`src/rtl/hls_run_sequencer_if.sv`:
```
// Bundle of command, stream, accelerator-control and lane-0 slave RAM signals
// for the run sequencer; slave = sequencer side, master = host/environment side.
interface hls_run_sequencer_if #(
  parameter int unsigned ADDR_W = 9,
  parameter int unsigned DATA_W = 64,
  parameter int unsigned LEN_W  = 8,
  parameter int unsigned CNT_W  = 32
) ();
  logic              cmd_valid;
  logic              cmd_ready;
  logic [ADDR_W-1:0] cmd_base_addr;
  logic [LEN_W-1:0]  cmd_load_words;
  logic [LEN_W-1:0]  cmd_read_words;
  logic              ld_valid;
  logic              ld_ready;
  logic [DATA_W-1:0] ld_data;
  logic              rd_valid;
  logic              rd_ready;
  logic [DATA_W-1:0] rd_data;
  logic              acc_reset;
  logic              acc_start;
  logic              acc_done;
  logic              s_oe;
  logic              s_we;
  logic [ADDR_W-1:0] s_addr;
  logic [DATA_W-1:0] s_wdata;
  logic [6:0]        s_size;
  logic [DATA_W-1:0] s_rdata;
  logic              s_rdy;
  logic              busy;
  logic              status_valid;
  logic [1:0]        status_code;
  logic [CNT_W-1:0]  cycles;

  modport slave (
    input  cmd_valid, cmd_base_addr, cmd_load_words, cmd_read_words,
    input  ld_valid, ld_data, rd_ready, acc_done, s_rdata, s_rdy,
    output cmd_ready, ld_ready, rd_valid, rd_data, acc_reset, acc_start,
    output s_oe, s_we, s_addr, s_wdata, s_size, busy, status_valid,
    output status_code, cycles
  );

  modport master (
    output cmd_valid, cmd_base_addr, cmd_load_words, cmd_read_words,
    output ld_valid, ld_data, rd_ready, acc_done, s_rdata, s_rdy,
    input  cmd_ready, ld_ready, rd_valid, rd_data, acc_reset, acc_start,
    input  s_oe, s_we, s_addr, s_wdata, s_size, busy, status_valid,
    input  status_code, cycles
  );
endinterface

```
`src/rtl/hls_run_sequencer.sv`:
```
// Run controller for one HLS accelerator: reset, preload over lane 0, start,
// time to done (with watchdog), read back over lane 0, report status.
module hls_run_sequencer #(
  parameter int unsigned ADDR_W  = 9,
  parameter int unsigned DATA_W  = 64,
  parameter int unsigned LEN_W   = 8,
  parameter int unsigned CNT_W   = 32,
  parameter int unsigned TIMEOUT = 200000000
) (
  input logic                clock,
  input logic                reset,
  hls_run_sequencer_if.slave bus
);

  typedef enum logic [2:0] {
    IDLE, ARST, LOAD, START, RUN, ABORT, READ, REPORT
  } state_t;

  localparam logic [ADDR_W-1:0] STEP = ADDR_W'(DATA_W / 8);

  state_t            state_q, state_d;
  logic [ADDR_W-1:0] base_q, base_d;
  logic [ADDR_W-1:0] addr_q, addr_d;
  logic [LEN_W-1:0]  nload_q, nload_d;
  logic [LEN_W-1:0]  nread_q, nread_d;
  logic [LEN_W-1:0]  wcnt_q, wcnt_d;
  logic              phase_q, phase_d;
  logic [CNT_W-1:0]  cnt_q, cnt_d;
  logic [CNT_W-1:0]  cycles_q, cycles_d;
  logic [1:0]        code_q, code_d;
  logic              s_we_q, s_we_d;
  logic              s_oe_q, s_oe_d;
  logic [ADDR_W-1:0] s_addr_q, s_addr_d;
  logic [DATA_W-1:0] s_wdata_q, s_wdata_d;
  logic              rd_valid_q, rd_valid_d;
  logic [DATA_W-1:0] rd_data_q, rd_data_d;

  always_ff @(posedge clock) begin
    if (!reset) begin
      state_q    <= IDLE;
      base_q     <= '0;
      addr_q     <= '0;
      nload_q    <= '0;
      nread_q    <= '0;
      wcnt_q     <= '0;
      phase_q    <= 1'b0;
      cnt_q      <= '0;
      cycles_q   <= '0;
      code_q     <= '0;
      s_we_q     <= 1'b0;
      s_oe_q     <= 1'b0;
      s_addr_q   <= '0;
      s_wdata_q  <= '0;
      rd_valid_q <= 1'b0;
      rd_data_q  <= '0;
    end else begin
      state_q    <= state_d;
      base_q     <= base_d;
      addr_q     <= addr_d;
      nload_q    <= nload_d;
      nread_q    <= nread_d;
      wcnt_q     <= wcnt_d;
      phase_q    <= phase_d;
      cnt_q      <= cnt_d;
      cycles_q   <= cycles_d;
      code_q     <= code_d;
      s_we_q     <= s_we_d;
      s_oe_q     <= s_oe_d;
      s_addr_q   <= s_addr_d;
      s_wdata_q  <= s_wdata_d;
      rd_valid_q <= rd_valid_d;
      rd_data_q  <= rd_data_d;
    end
  end

  always_comb begin
    state_d    = state_q;
    base_d     = base_q;
    addr_d     = addr_q;
    nload_d    = nload_q;
    nread_d    = nread_q;
    wcnt_d     = wcnt_q;
    phase_d    = phase_q;
    cnt_d      = cnt_q;
    cycles_d   = cycles_q;
    code_d     = code_q;
    s_we_d     = s_we_q;
    s_oe_d     = s_oe_q;
    s_addr_d   = s_addr_q;
    s_wdata_d  = s_wdata_q;
    rd_valid_d = rd_valid_q;
    rd_data_d  = rd_data_q;

    unique case (state_q)
      IDLE: begin
        if (bus.cmd_valid) begin
          base_d  = bus.cmd_base_addr;
          addr_d  = bus.cmd_base_addr;
          nload_d = bus.cmd_load_words;
          nread_d = bus.cmd_read_words;
          wcnt_d  = '0;
          phase_d = 1'b0;
          state_d = ARST;
        end
      end
      ARST: begin
        phase_d = 1'b1;
        if (phase_q) begin
          phase_d = 1'b0;
          state_d = (nload_q == '0) ? START : LOAD;
        end
      end
      LOAD: begin
        // A write stays on the bus until DataRdy; the next word is only accepted after.
        if (!s_we_q) begin
          if (bus.ld_valid) begin
            s_we_d    = 1'b1;
            s_addr_d  = addr_q;
            s_wdata_d = bus.ld_data;
          end
        end else if (bus.s_rdy) begin
          s_we_d = 1'b0;
          addr_d = addr_q + STEP;
          wcnt_d = wcnt_q + LEN_W'(1);
          if (wcnt_q + LEN_W'(1) == nload_q) begin
            state_d = START;
          end
        end
      end
      START: begin
        cnt_d   = CNT_W'(1);
        state_d = RUN;
      end
      RUN: begin
        if (bus.acc_done) begin
          cycles_d = cnt_q;
          code_d   = 2'b00;
          addr_d   = base_q;
          wcnt_d   = '0;
          state_d  = (nread_q == '0) ? REPORT : READ;
        end else if (cnt_q == CNT_W'(TIMEOUT)) begin
          cycles_d = CNT_W'(TIMEOUT);
          code_d   = 2'b01;
          phase_d  = 1'b0;
          state_d  = ABORT;
        end else begin
          cnt_d = cnt_q + CNT_W'(1);
        end
      end
      ABORT: begin
        phase_d = 1'b1;
        if (phase_q) begin
          phase_d = 1'b0;
          state_d = REPORT;
        end
      end
      READ: begin
        // Holding a word for the consumer blocks the next slave read.
        if (rd_valid_q) begin
          if (bus.rd_ready) begin
            rd_valid_d = 1'b0;
            wcnt_d     = wcnt_q + LEN_W'(1);
            if (wcnt_q + LEN_W'(1) == nread_q) begin
              state_d = REPORT;
            end
          end
        end else if (!s_oe_q) begin
          s_oe_d   = 1'b1;
          s_addr_d = addr_q;
        end else if (bus.s_rdy) begin
          s_oe_d     = 1'b0;
          rd_data_d  = bus.s_rdata;
          rd_valid_d = 1'b1;
          addr_d     = addr_q + STEP;
        end
      end
      REPORT: begin
        state_d = IDLE;
      end
      default: state_d = IDLE;
    endcase
  end

  assign bus.cmd_ready    = (state_q == IDLE);
  assign bus.busy         = (state_q != IDLE);
  assign bus.acc_reset    = !((state_q == ARST) || (state_q == ABORT));
  assign bus.acc_start    = (state_q == START);
  assign bus.ld_ready     = (state_q == LOAD) && !s_we_q;
  assign bus.status_valid = (state_q == REPORT);
  assign bus.status_code  = code_q;
  assign bus.cycles       = cycles_q;
  assign bus.s_we         = s_we_q;
  assign bus.s_oe         = s_oe_q;
  assign bus.s_addr       = s_addr_q;
  assign bus.s_wdata      = s_wdata_q;
  assign bus.s_size       = 7'(DATA_W);
  assign bus.rd_valid     = rd_valid_q;
  assign bus.rd_data      = rd_data_q;

endmodule

```
`src/flat_wrapper.sv`:
```
// flat-port wrapper written by rule: the top's interface ports become plain ports
module hls_run_sequencer_flat 
#(
  parameter int unsigned ADDR_W  = 9,
  parameter int unsigned DATA_W  = 64,
  parameter int unsigned LEN_W   = 8,
  parameter int unsigned CNT_W   = 32,
  parameter int unsigned TIMEOUT = 200000000
)
  (clock, reset, bus_cmd_valid, bus_cmd_base_addr, bus_cmd_load_words, bus_cmd_read_words, bus_ld_valid, bus_ld_data, bus_rd_ready, bus_acc_done, bus_s_rdata, bus_s_rdy, bus_cmd_ready, bus_ld_ready, bus_rd_valid, bus_rd_data, bus_acc_reset, bus_acc_start, bus_s_oe, bus_s_we, bus_s_addr, bus_s_wdata, bus_s_size, bus_busy, bus_status_valid, bus_status_code, bus_cycles);
  hls_run_sequencer_if #(.ADDR_W(ADDR_W), .DATA_W(DATA_W), .LEN_W(LEN_W), .CNT_W(CNT_W)) bus_i ();
  input logic clock;
  input logic reset;
  input wire logic [$bits(bus_i.cmd_valid)-1:0] bus_cmd_valid;
  input wire logic [$bits(bus_i.cmd_base_addr)-1:0] bus_cmd_base_addr;
  input wire logic [$bits(bus_i.cmd_load_words)-1:0] bus_cmd_load_words;
  input wire logic [$bits(bus_i.cmd_read_words)-1:0] bus_cmd_read_words;
  input wire logic [$bits(bus_i.ld_valid)-1:0] bus_ld_valid;
  input wire logic [$bits(bus_i.ld_data)-1:0] bus_ld_data;
  input wire logic [$bits(bus_i.rd_ready)-1:0] bus_rd_ready;
  input wire logic [$bits(bus_i.acc_done)-1:0] bus_acc_done;
  input wire logic [$bits(bus_i.s_rdata)-1:0] bus_s_rdata;
  input wire logic [$bits(bus_i.s_rdy)-1:0] bus_s_rdy;
  output wire logic [$bits(bus_i.cmd_ready)-1:0] bus_cmd_ready;
  output wire logic [$bits(bus_i.ld_ready)-1:0] bus_ld_ready;
  output wire logic [$bits(bus_i.rd_valid)-1:0] bus_rd_valid;
  output wire logic [$bits(bus_i.rd_data)-1:0] bus_rd_data;
  output wire logic [$bits(bus_i.acc_reset)-1:0] bus_acc_reset;
  output wire logic [$bits(bus_i.acc_start)-1:0] bus_acc_start;
  output wire logic [$bits(bus_i.s_oe)-1:0] bus_s_oe;
  output wire logic [$bits(bus_i.s_we)-1:0] bus_s_we;
  output wire logic [$bits(bus_i.s_addr)-1:0] bus_s_addr;
  output wire logic [$bits(bus_i.s_wdata)-1:0] bus_s_wdata;
  output wire logic [$bits(bus_i.s_size)-1:0] bus_s_size;
  output wire logic [$bits(bus_i.busy)-1:0] bus_busy;
  output wire logic [$bits(bus_i.status_valid)-1:0] bus_status_valid;
  output wire logic [$bits(bus_i.status_code)-1:0] bus_status_code;
  output wire logic [$bits(bus_i.cycles)-1:0] bus_cycles;
  assign bus_i.cmd_valid = bus_cmd_valid;
  assign bus_i.cmd_base_addr = bus_cmd_base_addr;
  assign bus_i.cmd_load_words = bus_cmd_load_words;
  assign bus_i.cmd_read_words = bus_cmd_read_words;
  assign bus_i.ld_valid = bus_ld_valid;
  assign bus_i.ld_data = bus_ld_data;
  assign bus_i.rd_ready = bus_rd_ready;
  assign bus_i.acc_done = bus_acc_done;
  assign bus_i.s_rdata = bus_s_rdata;
  assign bus_i.s_rdy = bus_s_rdy;
  assign bus_cmd_ready = bus_i.cmd_ready;
  assign bus_ld_ready = bus_i.ld_ready;
  assign bus_rd_valid = bus_i.rd_valid;
  assign bus_rd_data = bus_i.rd_data;
  assign bus_acc_reset = bus_i.acc_reset;
  assign bus_acc_start = bus_i.acc_start;
  assign bus_s_oe = bus_i.s_oe;
  assign bus_s_we = bus_i.s_we;
  assign bus_s_addr = bus_i.s_addr;
  assign bus_s_wdata = bus_i.s_wdata;
  assign bus_s_size = bus_i.s_size;
  assign bus_busy = bus_i.busy;
  assign bus_status_valid = bus_i.status_valid;
  assign bus_status_code = bus_i.status_code;
  assign bus_cycles = bus_i.cycles;
  hls_run_sequencer #(.ADDR_W(ADDR_W), .DATA_W(DATA_W), .LEN_W(LEN_W), .CNT_W(CNT_W), .TIMEOUT(TIMEOUT)) u_core (.clock(clock), .reset(reset), .bus(bus_i));
endmodule
```
`config.mk`:
```
export PLATFORM = sky130hd
export DESIGN_NAME = hls_run_sequencer_flat
export DESIGN_NICKNAME = d
export VERILOG_FILES = /design/src/rtl/hls_run_sequencer_if.sv /design/src/rtl/hls_run_sequencer.sv /design/src/flat_wrapper.sv
export SDC_FILE = /design/constraint.sdc
export NUM_CORES = 1
export LEC_CHECK = 0
export CAP_MARGIN = 20
export CORE_MARGIN = 2
export CORE_UTILIZATION = 50
export CTS_CLUSTER_SIZE = 30
export DETAILED_ROUTE_END_ITERATION = 10
export GPL_ROUTABILITY_DRIVEN = 0
export PLACE_DENSITY = 0.84
export RECOVER_POWER = 25
export SETUP_SLACK_MARGIN = 0.1
export SLEW_MARGIN = 25
export SYNTH_ARGS = -nofsm -noshare
export SYNTH_HDL_FRONTEND = slang
export SYNTH_SLANG_ARGS = --single-unit
```
`constraint.sdc`:
```
create_clock -name clock -period 5.85 [get_ports clock]
set_clock_uncertainty 0.15 [all_clocks]
set_input_delay 0.8775 -clock clock [delete_from_list [all_inputs] [get_ports clock]]
set_output_delay 0.8775 -clock clock [all_outputs]
set_load 0.005 [all_outputs]
```
==> results of run 1 <==
sequential cells by signal (all words and copies together) (netlist names), 3 cells and up:
signal and count:
u_core.bus.cycles 32, u_core.wcnt_q 8, u_core.cnt_q 32, u_core.bus.rd_data 64
u_core.state_q 3, u_core.addr_q 9, u_core.nload_q 8, u_core.nread_q 8
u_core.base_q 9, u_core.bus.s_addr 9, u_core.bus.s_wdata 64
power by group:
part	leakage [nW]	internal [mW]	total, mW	switching [mW]
clock	0.426	0.978	1.68	0.700
sequential	2.03	1.82	1.93	0.110
combinational	3.16	0.379	0.793	0.414
worst paths after layout:
check / depth (start not counted) / end / slack [ps]
worst min-delay path: 2 / u_core.bus.rd_data[26] / 310
worst max-delay path: 3 / bus_ld_ready / 1810
worst max register to register: 4 / u_core.cnt_q[10] / 2360
worst min register to register: 2 / u_core.bus.rd_data[26] / 310
cells in the mapped netlist, types with 9 or more instances:
master | instances | area share
xnor2_1 | 20 | 0.016
a21boi_0 | 160 | 0.11
a21oi_1 | 22 | 0.010
buf_2 | 34 | 0.016
nand2b_1 | 9 | 0.0052
buf_4 | 11 | 0.0076
and3_1 | 13 | 0.0075
a22oi_1 | 24 | 0.017
nor2b_1 | 38 | 0.022
and2_1 | 11 | 0.0064
nor4_1 | 10 | 0.0058
o21ai_0 | 12 | 0.0055
nor2_1 | 36 | 0.012
dfxtp_1 | 251 | 0.46
nand2_1 | 354 | 0.12
o221a_2 | 12 | 0.012
nand4_1 | 10 | 0.0058
inv_1 | 10 | 0.0035
nand3_1 | 27 | 0.012
clkbuf_1 | 48 | 0.017
mux2i_1 | 11 | 0.010
area by class of cell:
class	count	area (um^2)	area share
clock buffers	41	790	0.0524
inverters	10	37.5	0.00249
diodes	3	7.51	0.000498
clock inverters	9	90.1	0.00598
flip-flops and latches	251	5020	0.333
multi-input cells	908	5330	0.354
repair buffers	347	3440	0.229
well taps	275	344	0.0228
logic make-up (layout without fill, tap and decap cells):
logic type / after synthesis / in the layout
xor gates and xnor gates: 27 / 27
other: 2 / 11
buffers and inverters: 112 / 407
muxes: 12 / 12
DFF: 251 / 251
and+or+nand+nor: 558 / 558
AOI/OAI and AO/OA: 299 / 299
adders and majority gates: 4 / 4
worst min-delay path, stage by stage, from the launching register on:
cell and delay, ps:
dfxtp_1 300, nand2_1 40, a21boi_0 60
layer usage:
metal	routed length, um	global-route usage	vias to the layer above
met1	13300	0.342	4739
met2	15700	0.478	381
met3	2850	0.0855	78
met5	0	0	-
li1	-	-	4886
met4	1210	0.109	0
cell usage in the layout, fill, tap and decap left out, types with 11 or more instances in the layout:
cell type | synthesis | routed
and3_1 | 13 | 12
a21boi_0 | 160 | 160
nand2_1 | 354 | 353
o221a_2 | 12 | 12
clkbuf_16 | 0 | 28
o21ai_0 | 12 | 12
nand3_1 | 27 | 26
a22oi_1 | 24 | 24
mux2i_1 | 11 | 11
a21oi_1 | 22 | 22
nor2b_1 | 38 | 38
nor2_1 | 36 | 36
dfxtp_1 | 251 | 251
xnor2_1 | 20 | 20
dlygate4sd3_1 | 0 | 104
clkdlybuf4s50_1 | 0 | 233
through the flow:
stage / instance area (um^2) / util
2_1_floorplan: 10900 / -
3_3_place_gp: 14200 / 0.670
3_5_place_dp: 14200 / 0.670
4_1_cts: 15100 / 0.712
5_1_grt: 15100 / 0.712
6_report: 15100 / 0.712
==> flow_summary.toml, run 1 <==
[clock_tree]
postCtsSetupBuffers = 0
cts_hold_buffers = 0
clk_latency_ps = 550
cts-root-buf = "clkbuf_16"
cts.htree.levels = 1
clockBufferDepth = 3
cts_buffers = 28
clk_pin_slew_ps = 60
cts_resized = 0
cts_tree = "done"
clock_sinks = 251

[synthesis]
synth_top_family_by_area = "simple AND/OR/NAND/NOR gates"
synth_cell_type_count = 71
synth_fa_ha_area_frac = 0.00462
synthSimpleGateAreaFrac = 0.238
yosysWarnings = 0
synth.avg_cell_area_um2 = 8.56
synthFlopType = "dfxtp_1"
synth_edf_count = 0
synth_compound_area_frac = 0.211
synth-xor-area-share = 0.0218
synthMuxAreaShare = 0.0112
seq_area_frac_synth = 0.464
synthCells = 1265
synth_seq_cells = 251
syn-cell-area_um2 = 10800
synth-async-reset-ratio = 0

[sta]
relSlewSlack = 0.243
hold_viol_final = 0
fin_crit_ps = 4040
rsz0062_at_grt = "false"
fin_crit_sh = 0.690
setup-tns-final_ps = 0
fin_ws_ps = 1810
worstMarginPinSlew_ps = 1130
max_freq_ghz = 0.248
slew_viol_final = 0
finalSetupViolations = 0
fin_hold_ws_ps = 311

[detailed_routing]
firstDrtPassIters = 5
drc = 0
drt-total-wl_um = 33000
ant_nets = 0
drt_iter0_drc = 513
wire_per_inst_um = 17.9
via_per_inst = 5.47
num_vias = 10100

[worst_setup_path]
worstSetupPathType = "flip-flop to output pin"
worstPathCellList = "nand2b_1 > nor3_1 > clkdlybuf4s50_1"
slowest_delay_ps = 720
cp-start-kind = "flip-flop"
crit_fanout = 20
cp_top_family = "simple AND/OR/NAND/NOR gates"
cp.arrival_ps = 3010
cp-startpoint = "u_core.state_q[1]"
slowest_stage = "dfxtp_1"
crit_path_end_kind = "output pin"
critPathBufInv = 1
regToRegStartpoint = "u_core.state_q[2]"
required_ps = 4820

[floorplan]
die_area_um2 = 22900
start_util = 0.512
fp.dieH_um = 151
core_um2 = 21200
die_w_um = 151
io_pins = 347
rows = 53

[grt]
track_usage = 0.284
grt_pass1_vias = 9835
grt-ovfl-total = 0
grt_max_degree = 118
grt_pass1_wl_um = 51600
antenna_found_initial = 2

[power_and_ir_drop]
peakVddDrop_mv = 0.205
leakage_nw = 5.62
p_total_mw = 4.40
power_density_nw_per_um2 = 292

[run_status]
status = "finished clean"

[finish]
fin_nets = 1710
drive_gt1_frac = 0.0536
syn2layout_area_growth_pct = 39.1
fin_cells = 1844
fillers = 1581

[hold_path]
hold_path.class = "flip-flop to flip-flop"
hold_start = "u_core.bus.rd_data[26]"

[job]
max_cap_viol_count = 0

[placed_design]
dpl.hpwl_um = 23200
port_buffers = 338
placed_cells = 1791
pre_cts_slack_ps = 2390
Power figures use the tool's default switching activity.
==> inputs of run 2 (changes only) <==
Settings changed: CORE_UTILIZATION 50 to 47, PLACE_DENSITY 0.84 to 0.79.
Clock period 5.85 ns to 3.9 ns, I/O delays scaled along.
==> run 2 against run 1 <==
Effect of this change:
- combinational power up 53%
- clock power up 47%
- global-route usage down 2.1 points
- sequential cell count unchanged
- non-clock buffer count up 6
- largest power group unchanged
- highest routed layer unchanged
==> flow_summary.toml, run 2 (synthesized netlist as in run 1, its figures left out) <==
[run_status]
status = "finished clean"

[floorplan]
fp.dieH_um = 156
start_util = 0.478
rows = 55
io_pins = 347
die_area_um2 = 24300
die_w_um = 156
core_um2 = 22600

[grt]
antenna_found_initial = 1
grt_pass1_wl_um = 51400
grt_pass1_vias = 9673
track_usage = 0.263
grt_max_degree = 192
grt-ovfl-total = 0

[sta]
hold_viol_final = 0
finalSetupViolations = 0
worstMarginPinSlew_ps = 1110
max_freq_ghz = 0.289
fin_crit_sh = 0.888
rsz0062_at_grt = "false"
fin_hold_ws_ps = 307
slew_viol_final = 0
fin_ws_ps = 438
setup-tns-final_ps = 0
fin_crit_ps = 3460
relSlewSlack = 0.261

[worst_setup_path]
required_ps = 3160
rrSetupSlack_ps = 700
cp.arrival_ps = 2730
crit_fanout = 18
cp-start-kind = "flip-flop"
worstSetupPathType = "flip-flop to output pin"
crit_path_end_kind = "output pin"

[finish]
fin_nets = 1715
n_antenna_cell = 0
layout_commonest_cell = "nand2_1"
drive_gt1_frac = 0.0579
final_area_um2 = 15100
fillers = 1793
final_cell_mix = "nand2_1, dfxtp_1, clkdlybuf4s50_1, a21boi_0, dlygate4sd3_1"
syn2layout_area_growth_pct = 39.7

[placed_design]
pre_cts_slack_ps = 1020
placed_cell_area_um2 = 14300
port_buffers = 338
dpl.hpwl_um = 23300

[power_and_ir_drop]
peakVddDrop_mv = 0.282
p_total_mw = 6.57
power_density_nw_per_um2 = 434
leakage_nw = 5.67

[detailed_routing]
via_per_inst = 5.37
firstDrtPassIters = 5
wire_per_inst_um = 17.6
drc = 0
num_vias = 9973
drt-total-wl_um = 32700
drt_iter0_drc = 654
ant_nets = 0

[hold_path]
hold_path.class = "flip-flop to flip-flop"

[clock_tree]
cts.htree.levels = 1
cts_resized = 0
cts_hold_buffers = 0
clk_latency_ps = 540
cts-root-buf = "clkbuf_16"
cts_buffers = 27
postCtsSetupBuffers = 0
cts_tree = "done"
clock_sinks = 251
clockBufferDepth = 3
clk_pin_slew_ps = 60

[job]
max_cap_viol_count = 0
run 2: cell type report:
cell class | count | area, um^2 | area share
Multi-Input combinational cell | 908 | 5320 | 0.352
Sequential cell | 251 | 5020 | 0.332
Timing Repair Buffer | 353 | 3530 | 0.233
Clock buffer | 39 | 771 | 0.0510
Tap cell | 285 | 357 | 0.0236
Clock inverter | 10 | 85.1 | 0.00563
Inverter | 10 | 37.5 | 0.00248
run 2: worst max-delay path: stages, from the launching register on:
cell and delay [ps]:
dfxtp_1 640, or2_0 910, inv_1 150, clkdlybuf4s50_1 490
run 2: worst paths after layout:
check / start / to / cells after the start
setup / recovery: u_core.state_q[2] / bus_acc_start / 3
hold reg to reg: u_core.bus.rd_data[41] / u_core.bus.rd_data[41] / 2
hold / removal: u_core.bus.rd_data[41] / u_core.bus.rd_data[41] / 2
setup reg to reg: u_core.state_q[2] / u_core.cnt_q[27] / 5
run 2: metrics by stage:
stage	std cells	utilization
after floorplan	1271	-
final	1856	0.668
after global placement	1807	0.630
after detailed placement	1807	0.630
after global routing	1856	0.668
after CTS	1856	0.668
run 2: power by group:
part           switching, mW  internal (mW)
Sequential             0.165           2.72
Clock                   1.04           1.44
Combinational          0.620          0.587
run 2: layer usage:
metal	track usage	wire [um]	vias to the layer above
met3	0.0728	2600	55
met5	0	0	-
met4	0.0773	785	0
met1	0.318	13400	4668
li1	-	-	4895
met2	0.456	16000	355
==> inputs of run 3 (changes only) <==
--- a/config.mk
+++ b/config.mk
@@ -9,3 +9,3 @@
 export CORE_MARGIN = 2
-export CORE_UTILIZATION = 47
+export CORE_UTILIZATION = 45
 export CTS_CLUSTER_SIZE = 30
@@ -13,3 +13,3 @@
 export GPL_ROUTABILITY_DRIVEN = 0
-export PLACE_DENSITY = 0.79
+export PLACE_DENSITY = 0.76
 export RECOVER_POWER = 25
==> constraint.sdc (replaced) <==
create_clock -name clock -period 3.9 [get_ports clock]
set_clock_uncertainty 0.15 [all_clocks]
set_input_delay 0.78 -clock clock [delete_from_list [all_inputs] [get_ports clock]]
set_output_delay 0.78 -clock clock [all_outputs]
set_load 0.005 [all_outputs]
==> run 3 against run 2 <==
Effect of this change:
- core utilization shrank 2.1 points
- final area grew 0.78%
- first-iteration DRC count shrank 3.7%
- critical path depth grew 4
- sequential power is essentially flat
- sequential cell count is the same
- setup slack lost 0.60 ps
- maximum frequency is essentially flat
- critical endpoint is now u_core.cnt_q[31]
- sequential share of layout area shrank 0.26 points
- clock power grew 7%
- power grew 2.5%
==> flow_summary.toml, run 3 (synthesized netlist as in run 1, its figures left out) <==
[run_status]
status = "finished clean"

[power_and_ir_drop]
swShare = 0.272
peakVddDrop_mv = 0.355
comb_power_share = 0.179
pwr-share-clk = 0.393
power.switching_mw = 1.83
leakage_nw = 5.65
power_density_nw_per_um2 = 442
power.internal_mw = 4.91
p_total_mw = 6.74
seqPwrFrac = 0.428

[grt]
grt_pass1_vias = 9583
grt_max_degree = 78
grt-ovfl-total = 0
track_usage = 0.248
grt_pass1_wl_um = 52100
antenna_found_initial = 3

[placed_design]
placed_cells = 1846
dpl.hpwl_um = 23400
port_buffers = 338

[sta]
slew_viol_final = 0
relSlewSlack = 0.117
rsz0062_at_grt = "false"
worstMarginPinSlew_ps = 1320
finalSetupViolations = 0
fin_hold_ws_ps = 308
max_freq_ghz = 0.289
fin_crit_sh = 0.888
fin_crit_ps = 3460
setup-tns-final_ps = 0
hold_viol_final = 0

[worst_setup_path]
path_depth = 7
rrSetupSlack_ps = 440
cp-start-kind = "flip-flop"
slowest_delay_ps = 700
required_ps = 4190
regToRegStartpoint = "u_core.state_q[2]"
worstSetupPathType = "flip-flop to flip-flop"
cp_top_family = "compound AO/OA/AOI/OAI gates"
crit_end = "u_core.cnt_q[31]"
cp-startpoint = "u_core.state_q[2]"
cp.arrival_ps = 3750
crit_path_end_kind = "flip-flop"
slowest_stage = "dfxtp_1"
worstPathCellList = "nor3b_1 > clkbuf_1 > o31ai_2 > buf_4 > a211o_1 > or4_1 > a21oi_1"
crit_fanout = 18
critPathBufInv = 2
r2r-end = "u_core.cnt_q[31]"
r2r_cells = 7

[finish]
layout_commonest_cell = "nand2_1"
fin_cells = 1898
fillers = 2012
fin_nets = 1720
seqCellArea_um2 = 5020
final_core_util = 0.647
multi_input_area_um2 = 5310
syn2layout_area_growth_pct = 40.7
drive_gt1_frac = 0.0596
final_cell_mix = "nand2_1, dfxtp_1, clkdlybuf4s50_1, a21boi_0, dlygate4sd3_1"

[floorplan]
rows = 56
fp.dieH_um = 159
die_area_um2 = 25300
io_pins = 347
core_um2 = 23500
start_util = 0.460
die_w_um = 159

[clock_tree]
clockBufferDepth = 3
clock_sinks = 251
clk_pin_slew_ps = 60
cts.htree.levels = 1
clk_latency_ps = 530
cts_hold_buffers = 0
cts_resized = 0
cts_buffers = 27
postCtsSetupBuffers = 0
cts-root-buf = "clkbuf_16"
cts_tree = "done"

[detailed_routing]
via_per_inst = 5.24
num_vias = 9949
ant_nets = 0
firstDrtPassIters = 5
drc = 0
wire_per_inst_um = 17.2
drt_iter0_drc = 630
drt-total-wl_um = 32600

[hold_path]
hold_path.class = "flip-flop to flip-flop"

[job]
max_cap_viol_count = 0
==> run 3: power groups by stage <==
stage / clock network [mW] / logic (mW) / registers (mW)
6_report: 2.65 / 1.20 / 2.89
5_1_grt: 2.79 / 1.31 / 2.91
4_1_cts: 2.69 / 1.23 / 2.89
3_5_place_dp: 0 / 1.22 / 2.94
3_3_place_gp: 0 / 1.21 / 2.94
2_1_floorplan: 0 / 0.728 / 2.88
==> run 3: worst min-delay path by stage <==
stage	from	to	slack, ps	depth (start not counted)
finish	u_core.bus.rd_data[26]	u_core.bus.rd_data[26]	310	2
global route	u_core.bus.rd_data[38]	u_core.bus.rd_data[38]	330	2
CTS	u_core.bus.s_wdata[11]	u_core.bus.s_wdata[11]	310	2
detailed placement	u_core.bus.s_wdata[7]	u_core.bus.s_wdata[7]	310	2
global placement	u_core.bus.rd_data[28]	u_core.bus.rd_data[28]	300	2
floorplan	u_core.base_q[6]	u_core.base_q[6]	290	2
==> run 3: cell type report <==
cell class / count / area share
clock buffers: 43 / 0.0548
well taps: 319 / 0.0262
diodes: 2 / 0.000328
multi-input cells: 908 / 0.348
flip-flops and latches: 251 / 0.330
repair buffers: 358 / 0.232
clock inverters: 7 / 0.00616
inverters: 10 / 0.00246
==> run 3: worst register-to-register path, stage by stage, from the launching register on <==
cell	delay, ps
dfxtp_1	700
nor3b_1	290
clkbuf_1	570
o31ai_2	270
buf_4	260
a211o_1	450
or4_1	520
a21oi_1	160
==> run 3: per-layer routing <==
metal / vias up / routed length (um) / GRT usage
li1: 4906 / - / -
met1: 4666 / 13500 / 0.302
met2: 326 / 15800 / 0.428
met3: 51 / 2510 / 0.0714
met4: 0 / 747 / 0.0719
met5: - / 0 / 0
==> run 3: per-stage QoR <==
| step | setup slack (ps) | cell area [um^2] |
|---|---|---|
| finish | 437 | 15200 |
| global route | 266 | 15200 |
| CTS | 525 | 15300 |
| detailed placement | 781 | 14300 |
| global placement | 829 | 14300 |
| floorplan | 1700 | 10900 |
